`src/rtl/cpu32_pkg.sv`:
```
// Shared definitions for the cpu_32_bit core: field positions, opcodes, ALU operations.
package cpu32_pkg;

    localparam int unsigned XLEN   = 32;
    localparam int unsigned NREGS  = 32;
    localparam int unsigned RIDX_W = 5;
    localparam int unsigned OP_W   = 5;
    localparam int unsigned IMM_W  = 17;

    // Instruction field bit positions
    localparam int unsigned OP_MSB   = 31;
    localparam int unsigned OP_LSB   = 27;
    localparam int unsigned DST_MSB  = 26;
    localparam int unsigned DST_LSB  = 22;
    localparam int unsigned SRC1_MSB = 21;
    localparam int unsigned SRC1_LSB = 17;
    localparam int unsigned SRC2_MSB = 16;
    localparam int unsigned SRC2_LSB = 12;
    localparam int unsigned IMM_MSB  = 16;
    localparam int unsigned JMP_MSB  = 14;

    // Opcodes
    localparam logic [OP_W-1:0] OP_ADD  = 5'b00000;
    localparam logic [OP_W-1:0] OP_SUB  = 5'b00001;
    localparam logic [OP_W-1:0] OP_AND  = 5'b00010;
    localparam logic [OP_W-1:0] OP_OR   = 5'b00011;
    localparam logic [OP_W-1:0] OP_XOR  = 5'b00100;
    localparam logic [OP_W-1:0] OP_SLL  = 5'b00101;
    localparam logic [OP_W-1:0] OP_SRL  = 5'b00110;
    localparam logic [OP_W-1:0] OP_SLT  = 5'b00111;
    localparam logic [OP_W-1:0] OP_ADDI = 5'b01000;
    localparam logic [OP_W-1:0] OP_ANDI = 5'b01001;
    localparam logic [OP_W-1:0] OP_ORI  = 5'b01010;
    localparam logic [OP_W-1:0] OP_LW   = 5'b01011;
    localparam logic [OP_W-1:0] OP_SW   = 5'b01100;
    localparam logic [OP_W-1:0] OP_BEQ  = 5'b01101;
    localparam logic [OP_W-1:0] OP_BNE  = 5'b01110;
    localparam logic [OP_W-1:0] OP_JMP  = 5'b01111;
    localparam logic [OP_W-1:0] OP_MUL  = 5'b10000;
    localparam logic [OP_W-1:0] OP_HALT = 5'b11111;

    typedef enum logic [3:0] {
        ALU_ADD,
        ALU_SUB,
        ALU_AND,
        ALU_OR,
        ALU_XOR,
        ALU_SLL,
        ALU_SRL,
        ALU_SLT,
        ALU_MUL
    } alu_op_e;

endpackage

```
`src/rtl/cpu32_regfile.sv`:
```
// 32 x 32-bit register file: two combinational read ports, one clocked write port, R0 reads zero.
module cpu32_regfile
    import cpu32_pkg::*;
(
    input  logic              clk_i,
    input  logic              rst_i,
    input  logic [RIDX_W-1:0] raddr1_i,
    input  logic [RIDX_W-1:0] raddr2_i,
    output logic [XLEN-1:0]   rdata1_o,
    output logic [XLEN-1:0]   rdata2_o,
    input  logic              we_i,
    input  logic [RIDX_W-1:0] waddr_i,
    input  logic [XLEN-1:0]   wdata_i
);

    logic [XLEN-1:0] regs [0:NREGS-1];

    // Synchronous clear on reset; writes to R0 are dropped
    always_ff @(posedge clk_i) begin
        if (rst_i) begin
            for (int unsigned i = 0; i < NREGS; i++) begin
                regs[i] <= '0;
            end
        end else if (we_i && (waddr_i != '0)) begin
            regs[waddr_i] <= wdata_i;
        end
    end

    assign rdata1_o = (raddr1_i == '0) ? '0 : regs[raddr1_i];
    assign rdata2_o = (raddr2_i == '0) ? '0 : regs[raddr2_i];

endmodule

```
`src/rtl/cpu_32_bit.sv`:
```
// Single-cycle 32-bit load/store core: inline decode, ALU and PC logic around cpu32_regfile.
// Optional feature macro: CPU32_MUL_EN enables opcode 10000 (MUL); otherwise it is a NOP.
module cpu_32_bit
    import cpu32_pkg::*;
#(
    parameter logic [XLEN-1:0] RESET_PC = 32'h0
) (
    input  logic            clk,
    input  logic            rst,
    input  logic [XLEN-1:0] instr,
    input  logic [XLEN-1:0] mem_data_in,
    output logic [XLEN-1:0] pc_out,
    output logic [XLEN-1:0] mem_addr_out,
    output logic [XLEN-1:0] mem_data_out,
    output logic            mem_we,
    output logic            mem_re,
    output logic            cpu_halted
);

    logic [OP_W-1:0]   opcode;
    logic [RIDX_W-1:0] dst_reg, src1_reg, src2_reg, rd2_addr;
    logic [IMM_W-1:0]  imm;
    logic [XLEN-1:0]   imm_sext, imm_zext;
    logic [XLEN-1:0]   rs1_val, rs2_val, alu_b, alu_res, wb_data;
    alu_op_e           alu_op;
    logic              use_imm, zext_imm, rd2_dst, wr_en;
    logic              is_lw, is_sw, is_beq, is_bne, is_jmp, is_halt;
    logic              active, do_regwr, br_taken;
    logic [XLEN-1:0]   pc_q, pc_d, pc_plus4, br_target, jmp_target;
    logic              halted_q, halted_d;

    assign opcode   = instr[OP_MSB:OP_LSB];
    assign dst_reg  = instr[DST_MSB:DST_LSB];
    assign src1_reg = instr[SRC1_MSB:SRC1_LSB];
    assign src2_reg = instr[SRC2_MSB:SRC2_LSB];
    assign imm      = instr[IMM_MSB:0];
    assign imm_sext = {{(XLEN-IMM_W){imm[IMM_W-1]}}, imm};
    assign imm_zext = XLEN'(imm);

    // Decode opcode into datapath controls; unlisted opcodes fall through as NOP
    always_comb begin
        alu_op   = ALU_ADD;
        use_imm  = 1'b0;
        zext_imm = 1'b0;
        rd2_dst  = 1'b0;
        wr_en    = 1'b0;
        is_lw    = 1'b0;
        is_sw    = 1'b0;
        is_beq   = 1'b0;
        is_bne   = 1'b0;
        is_jmp   = 1'b0;
        is_halt  = 1'b0;
        case (opcode)
            OP_ADD:  begin alu_op = ALU_ADD; wr_en = 1'b1; end
            OP_SUB:  begin alu_op = ALU_SUB; wr_en = 1'b1; end
            OP_AND:  begin alu_op = ALU_AND; wr_en = 1'b1; end
            OP_OR:   begin alu_op = ALU_OR;  wr_en = 1'b1; end
            OP_XOR:  begin alu_op = ALU_XOR; wr_en = 1'b1; end
            OP_SLL:  begin alu_op = ALU_SLL; wr_en = 1'b1; end
            OP_SRL:  begin alu_op = ALU_SRL; wr_en = 1'b1; end
            OP_SLT:  begin alu_op = ALU_SLT; wr_en = 1'b1; end
            OP_ADDI: begin use_imm = 1'b1; wr_en = 1'b1; end
            OP_ANDI: begin alu_op = ALU_AND; use_imm = 1'b1; zext_imm = 1'b1; wr_en = 1'b1; end
            OP_ORI:  begin alu_op = ALU_OR;  use_imm = 1'b1; zext_imm = 1'b1; wr_en = 1'b1; end
            OP_LW:   begin use_imm = 1'b1; is_lw = 1'b1; wr_en = 1'b1; end
            OP_SW:   begin use_imm = 1'b1; is_sw = 1'b1; rd2_dst = 1'b1; end
            OP_BEQ:  begin is_beq = 1'b1; rd2_dst = 1'b1; end
            OP_BNE:  begin is_bne = 1'b1; rd2_dst = 1'b1; end
            OP_JMP:  begin is_jmp = 1'b1; end
            OP_MUL:  begin
`ifdef CPU32_MUL_EN
                alu_op = ALU_MUL;
                wr_en  = 1'b1;
`endif
            end
            OP_HALT: begin is_halt = 1'b1; end
            default: begin end
        endcase
    end

    // Stores and branches read R[dst] through the second port
    assign rd2_addr = rd2_dst ? dst_reg : src2_reg;

    cpu32_regfile REGS (
        .clk_i    (clk),
        .rst_i    (rst),
        .raddr1_i (src1_reg),
        .raddr2_i (rd2_addr),
        .rdata1_o (rs1_val),
        .rdata2_o (rs2_val),
        .we_i     (do_regwr),
        .waddr_i  (dst_reg),
        .wdata_i  (wb_data)
    );

    assign alu_b = use_imm ? (zext_imm ? imm_zext : imm_sext) : rs2_val;

    // ALU; also forms the LW/SW effective address
    always_comb begin
        alu_res = '0;
        case (alu_op)
            ALU_ADD: alu_res = rs1_val + alu_b;
            ALU_SUB: alu_res = rs1_val - alu_b;
            ALU_AND: alu_res = rs1_val & alu_b;
            ALU_OR:  alu_res = rs1_val | alu_b;
            ALU_XOR: alu_res = rs1_val ^ alu_b;
            ALU_SLL: alu_res = rs1_val << alu_b[4:0];
            ALU_SRL: alu_res = rs1_val >> alu_b[4:0];
            ALU_SLT: alu_res = 32'($signed(rs1_val) < $signed(alu_b));
`ifdef CPU32_MUL_EN
            ALU_MUL: alu_res = rs1_val * alu_b;
`endif
            default: alu_res = '0;
        endcase
    end

    // Nothing commits during reset or after HALT
    assign active   = !rst && !halted_q;
    assign wb_data  = is_lw ? mem_data_in : alu_res;
    assign do_regwr = active && wr_en && (dst_reg != '0);

    assign mem_we       = active && is_sw;
    assign mem_re       = active && is_lw;
    assign mem_addr_out = (is_lw || is_sw) ? alu_res : '0;
    assign mem_data_out = is_sw ? rs2_val : '0;

    assign br_taken   = (is_beq && (rs2_val == rs1_val)) || (is_bne && (rs2_val != rs1_val));
    assign pc_plus4   = pc_q + 32'd4;
    assign br_target  = pc_plus4 + {imm_sext[XLEN-3:0], 2'b00};
    assign jmp_target = XLEN'({imm[JMP_MSB:0], 2'b00});

    // Next PC and halt selection
    always_comb begin
        pc_d     = pc_plus4;
        halted_d = halted_q;
        if (is_halt) begin
            pc_d     = pc_q;
            halted_d = 1'b1;
        end else if (is_jmp) begin
            pc_d = jmp_target;
        end else if (br_taken) begin
            pc_d = br_target;
        end
    end

    // PC and halt state; frozen once halted until reset
    always_ff @(posedge clk) begin
        if (rst) begin
            pc_q     <= RESET_PC;
            halted_q <= 1'b0;
        end else if (!halted_q) begin
            pc_q     <= pc_d;
            halted_q <= halted_d;
        end
    end

    assign pc_out     = pc_q;
    assign cpu_halted = halted_q;

endmodule

```
`config.mk`:
```
export PLATFORM = sky130hd
export DESIGN_NAME = cpu_32_bit
export DESIGN_NICKNAME = d
export VERILOG_FILES = /design/src/rtl/cpu32_pkg.sv /design/src/rtl/cpu32_regfile.sv /design/src/rtl/cpu_32_bit.sv
export SDC_FILE = /design/constraint.sdc
export NUM_CORES = 2
export LEC_CHECK = 0
export CAP_MARGIN = 5
export CELL_PAD_IN_SITES_DETAIL_PLACEMENT = 1
export CELL_PAD_IN_SITES_GLOBAL_PLACEMENT = 2
export CORE_MARGIN = 2
export CORE_UTILIZATION = 43
export CTS_CLUSTER_SIZE = 24
export DETAILED_ROUTE_END_ITERATION = 7
export PLACE_DENSITY_LB_ADDON = 0.1
export SLEW_MARGIN = 20
export SYNTH_ARGS = -nofsm -noshare
export SYNTH_HDL_FRONTEND = slang
export SYNTH_SLANG_ARGS = --single-unit
```
`constraint.sdc`:
```
create_clock -name clk -period 11.09 [get_ports clk]
set_input_delay 2.218 -clock clk [delete_from_list [all_inputs] [get_ports clk]]
set_output_delay 2.218 -clock clk [all_outputs]
set_load 0.03 [all_outputs]
```
==> results.toml <==
[place]
gp_congestion = 1.05
placedCellCount = 8872
place_area_um2 = 77100
hpwlAfterDp_um = 257000
dp_slack_ns = -1.46
io_buffers = 162

[routing]
ant_nets = 0
post_drt_wl_per_cell_um = 41.1
first_pass_iters = 5
wl_um = 375000
drt-vias-per-instance = 6.99
first_iter_violations = 9719
drc = 0
vias = 63900

[clocking]
clockBufferDepth = 3
clkTransAtPathRegs_ns = 0.06
htreeDepth = 3
cts_root_buf = "clkbuf_16"
tritoncts = "done"
ctsHoldBuffers = 0
clock-sinks = 1055
clock_latency_ns = 0.82
cts_buffers = 117

[worst_setup_path]
arrival_ns = 8.74
cp_slowest_stage_delay_ns = 0.51
r2r_slack_ns = 4.32
path_class = "input port to output pin"
rr_startpoint = "REGS.regs[31][0]"
crit_fanout = 18
critPathSlowestCell = "clkdlybuf4s50_1"
start_kind = "input port"
cp_num_buf_inv = 14
r2r_cells = 25
path_delay_family = "buffers and inverters"
r2r_end = "REGS.regs[9][12]"
critPathRequiredTime_ns = 8.87
crit_top_cell = "buf_4"
crit_path_end_kind = "output pin"

[logic_synthesis]
synth.yosys.warnings = 0
synth_edf_count = 1024
async_flop_share_pct = 0
netlist_instances = 6322
yosysSeqAreaShare_pct = 46.8
ys.flop_type = "edfxtp_1"
avgSynthCellArea_um2 = 10.6
post_synth_num_cell_types = 113
ys_seq_elements = 1055
syn-cell-area_um2 = 67000

[pwr]
power.leakage_uw = 0.0309
ir_drop_v = 0.000165
powerDensity_nw_per_um2 = 163

[sta]
slew_headroom_pct = 21.5
finalSetupViolCount = 0
worst_pin_slew_ns = 1.18
rsz0062_at_grt = "false"
finClkSkew_ns = 0.0800
fin_ws_ns = 0.135
max_freq_mhz = 91.3
drv_slew = 0
post-route-period-util_pct = 98.8
period_minus_slack_ns = 10.95
finalHoldViolCount = 0
setup_tns_ns = 0

[hold_path]
min_from = "pc_out[31]"
hp-class = "register to register"
hold_end = "pc_out[31]"
hold_depth = 1

[run_status]
status = "finished clean"

[floorplanning]
chipHeight_um = 399
die-area_um2 = 159000
rows = 144
start_util_pct = 43.4
core_um2 = 154000
ios = 165
die_w_um = 399

[global_route]
grt_usage_pct = 46.4
antenna_found_initial = 32
grt_pass1_vias = 62500
grt_pass1_wl_um = 509000
grt_max_degree = 65
grt_overflow = 0

[finish]
design_area_um2 = 81700
fillCellCount = 16500
fin_nets = 7172
area_delta_synth_final_pct = 22.0
drive_gt1_share_pct = 25.1
stdcell_count = 9135
fin_util_pct = 52.9

[flow_run]
cap_violations = 0
-- timing repair --
item	4_1_cts	5_1_grt
gates cloned	3	1
gates resized for setup	92	64
buffers inserted	10	11
setup endpoints to repair	25	26
pin swaps	21	27
-- power breakdown --
part / internal, µW / switching [µW] / total, µW
combinational: 1650 / 3110 / 4760
clock: 2150 / 1790 / 3940
sequential: 4530 / 98.6 / 4620
-- synthesized netlist by cell type, types with 13 or more instances --
master / instances / area [µm²]
and3_1: 87 / 544
nor2b_1: 23 / 144
xor2_1: 20 / 175
buf_2: 227 / 1140
mux4_2: 333 / 7500
nand3_1: 212 / 1060
edfxtp_1: 1024 / 30700
o2111ai_1: 13 / 114
nor4_1: 28 / 175
dfxtp_1: 31 / 621
nor2_1: 1207 / 4530
a2111oi_0: 21 / 184
buf_4: 49 / 368
mux2_2: 46 / 518
xnor2_1: 63 / 552
buf_1: 24 / 90.1
nand2b_1: 96 / 601
a221o_1: 32 / 320
a22o_1: 30 / 263
inv_1: 121 / 454
a21o_1: 43 / 323
nand2_1: 518 / 1940
a31oi_1: 78 / 488
mux2i_1: 234 / 2340
buf_6: 21 / 236
clkbuf_1: 275 / 1030
and2_1: 20 / 125
o21bai_1: 25 / 188
a211oi_1: 133 / 998
o21ai_1: 41 / 205
nand4_1: 38 / 238
a311oi_1: 25 / 219
a21oi_1: 262 / 1310
o211ai_1: 23 / 173
a32oi_1: 25 / 219
o22ai_1: 54 / 338
o21ai_0: 200 / 1000
o31ai_1: 19 / 143
nor3_1: 125 / 626
a22oi_1: 36 / 270
ha_1: 131 / 1640
o221ai_1: 27 / 236
a221oi_1: 43 / 377
o32ai_1: 19 / 166
-- how the worst max path moves through the flow --
stage / startpoint / slack, ns / cells after the start / to
2_1_floorplan: instr[31] / 0.31 / 31 / mem_addr_out[29]
3_3_place_gp: instr[29] / -1.39 / 30 / mem_addr_out[10]
3_5_place_dp: instr[29] / -1.46 / 30 / mem_addr_out[10]
4_1_cts: instr[30] / -0.08 / 36 / mem_addr_out[10]
5_1_grt: instr[24] / 0.01 / 28 / mem_addr_out[10]
6_report: instr[13] / 0.14 / 34 / mem_addr_out[17]
-- flip-flops by register name, indices dropped and copies added (netlist names) --
register,count
pc_out,30
cpu_halted,1
REGS.regs,1024
-- layer usage --
layer	up-vias	part of all wire, %	GRT usage [%]
li1	25100	-	-
met4	24	8.6	34.5
met5	-	0.10	1.09
met1	32400	35	57.0
met2	4973	43	69.1
met3	1421	13	13.5
-- cell usage in the layout (no fill, tap or decap), types with 26 or more instances in the layout --
cell type and count:
clkdlybuf4s50_1 115, nand3_1 201, inv_1 121, and3_1 86, buf_12 87, mux2_2 46, mux2i_1 225, edfxtp_1 1024
a22o_1 30, a21o_1 43, o21ai_2 27, a22oi_1 36, clkbuf_16 118, a31oi_1 73, conb_1 34, a221o_1 31
ha_1 130, clkbuf_1 29, nor2_1 1198, a211oi_1 130, o21ai_0 179, nand2b_1 65, nand2_1 494, mux4_2 333
buf_4 852, o22ai_1 51, nand4_1 38, nor3_1 119, o21ai_1 32, a21oi_1 251, xnor2_1 63, clkinv_1 35
a221oi_1 40, dfxtp_1 31, o221ai_1 26
-- through the flow --
stage	total power (µW)	hold slack [ns]
2_1_floorplan	6810	0.604
3_3_place_gp	9130	0.463
3_5_place_dp	9160	0.499
4_1_cts	13100	0.508
5_1_grt	13500	0.535
6_report	13300	0.506
-- area by class of cell --
cell class                 count  area (µm²)  area share, %
clock inverter                71         686          0.839
timing repair buffer        1097        9900           12.1
antenna                       21        52.6         0.0643
tap                         2044        2560           3.13
sequential                  1055       31400           38.4
multi-input combinational   4575       33700           41.2
clock buffer                 146        3040           3.71
inverter                     126         473          0.579
-- logic make-up after synthesis --
| logic type | count (synthesis) | synth area share, % |
|---|---|---|
| AO/OA/AOI/OAI | 1295 | 13.4 |
| flip-flops | 1055 | 46.8 |
| adder cells (fa/ha/maj) | 134 | 2.54 |
| multiplexers | 617 | 15.5 |
| buffers and inverters | 725 | 5.05 |
| other | 1 | 0.00560 |
| AND/OR/NAND/NOR | 2412 | 15.6 |
| XOR/XNOR | 83 | 1.08 |
-- worst reg2reg max path, stage by stage (launching register included) --
cell	delay (ns)
edfxtp_1	0.48
mux4_2	0.53
mux4_2	0.60
a22o_1	0.35
buf_4	0.20
ha_1	0.23
fa_1	0.47
nor2b_1	0.15
o21ai_0	0.21
a21oi_1	0.12
o21ai_2	0.17
a21oi_1	0.12
a21oi_1	0.18
o21bai_1	0.10
buf_4	0.15
a21o_1	0.17
a21oi_1	0.24
o221a_2	0.23
a21oi_1	0.04
buf_4	0.16
nor2_1	0.26
o211ai_1	0.27
buf_4	0.22
mux2i_4	0.12
buf_4	0.43
nor2_1	0.19
Power figures use the tool's default switching activity.
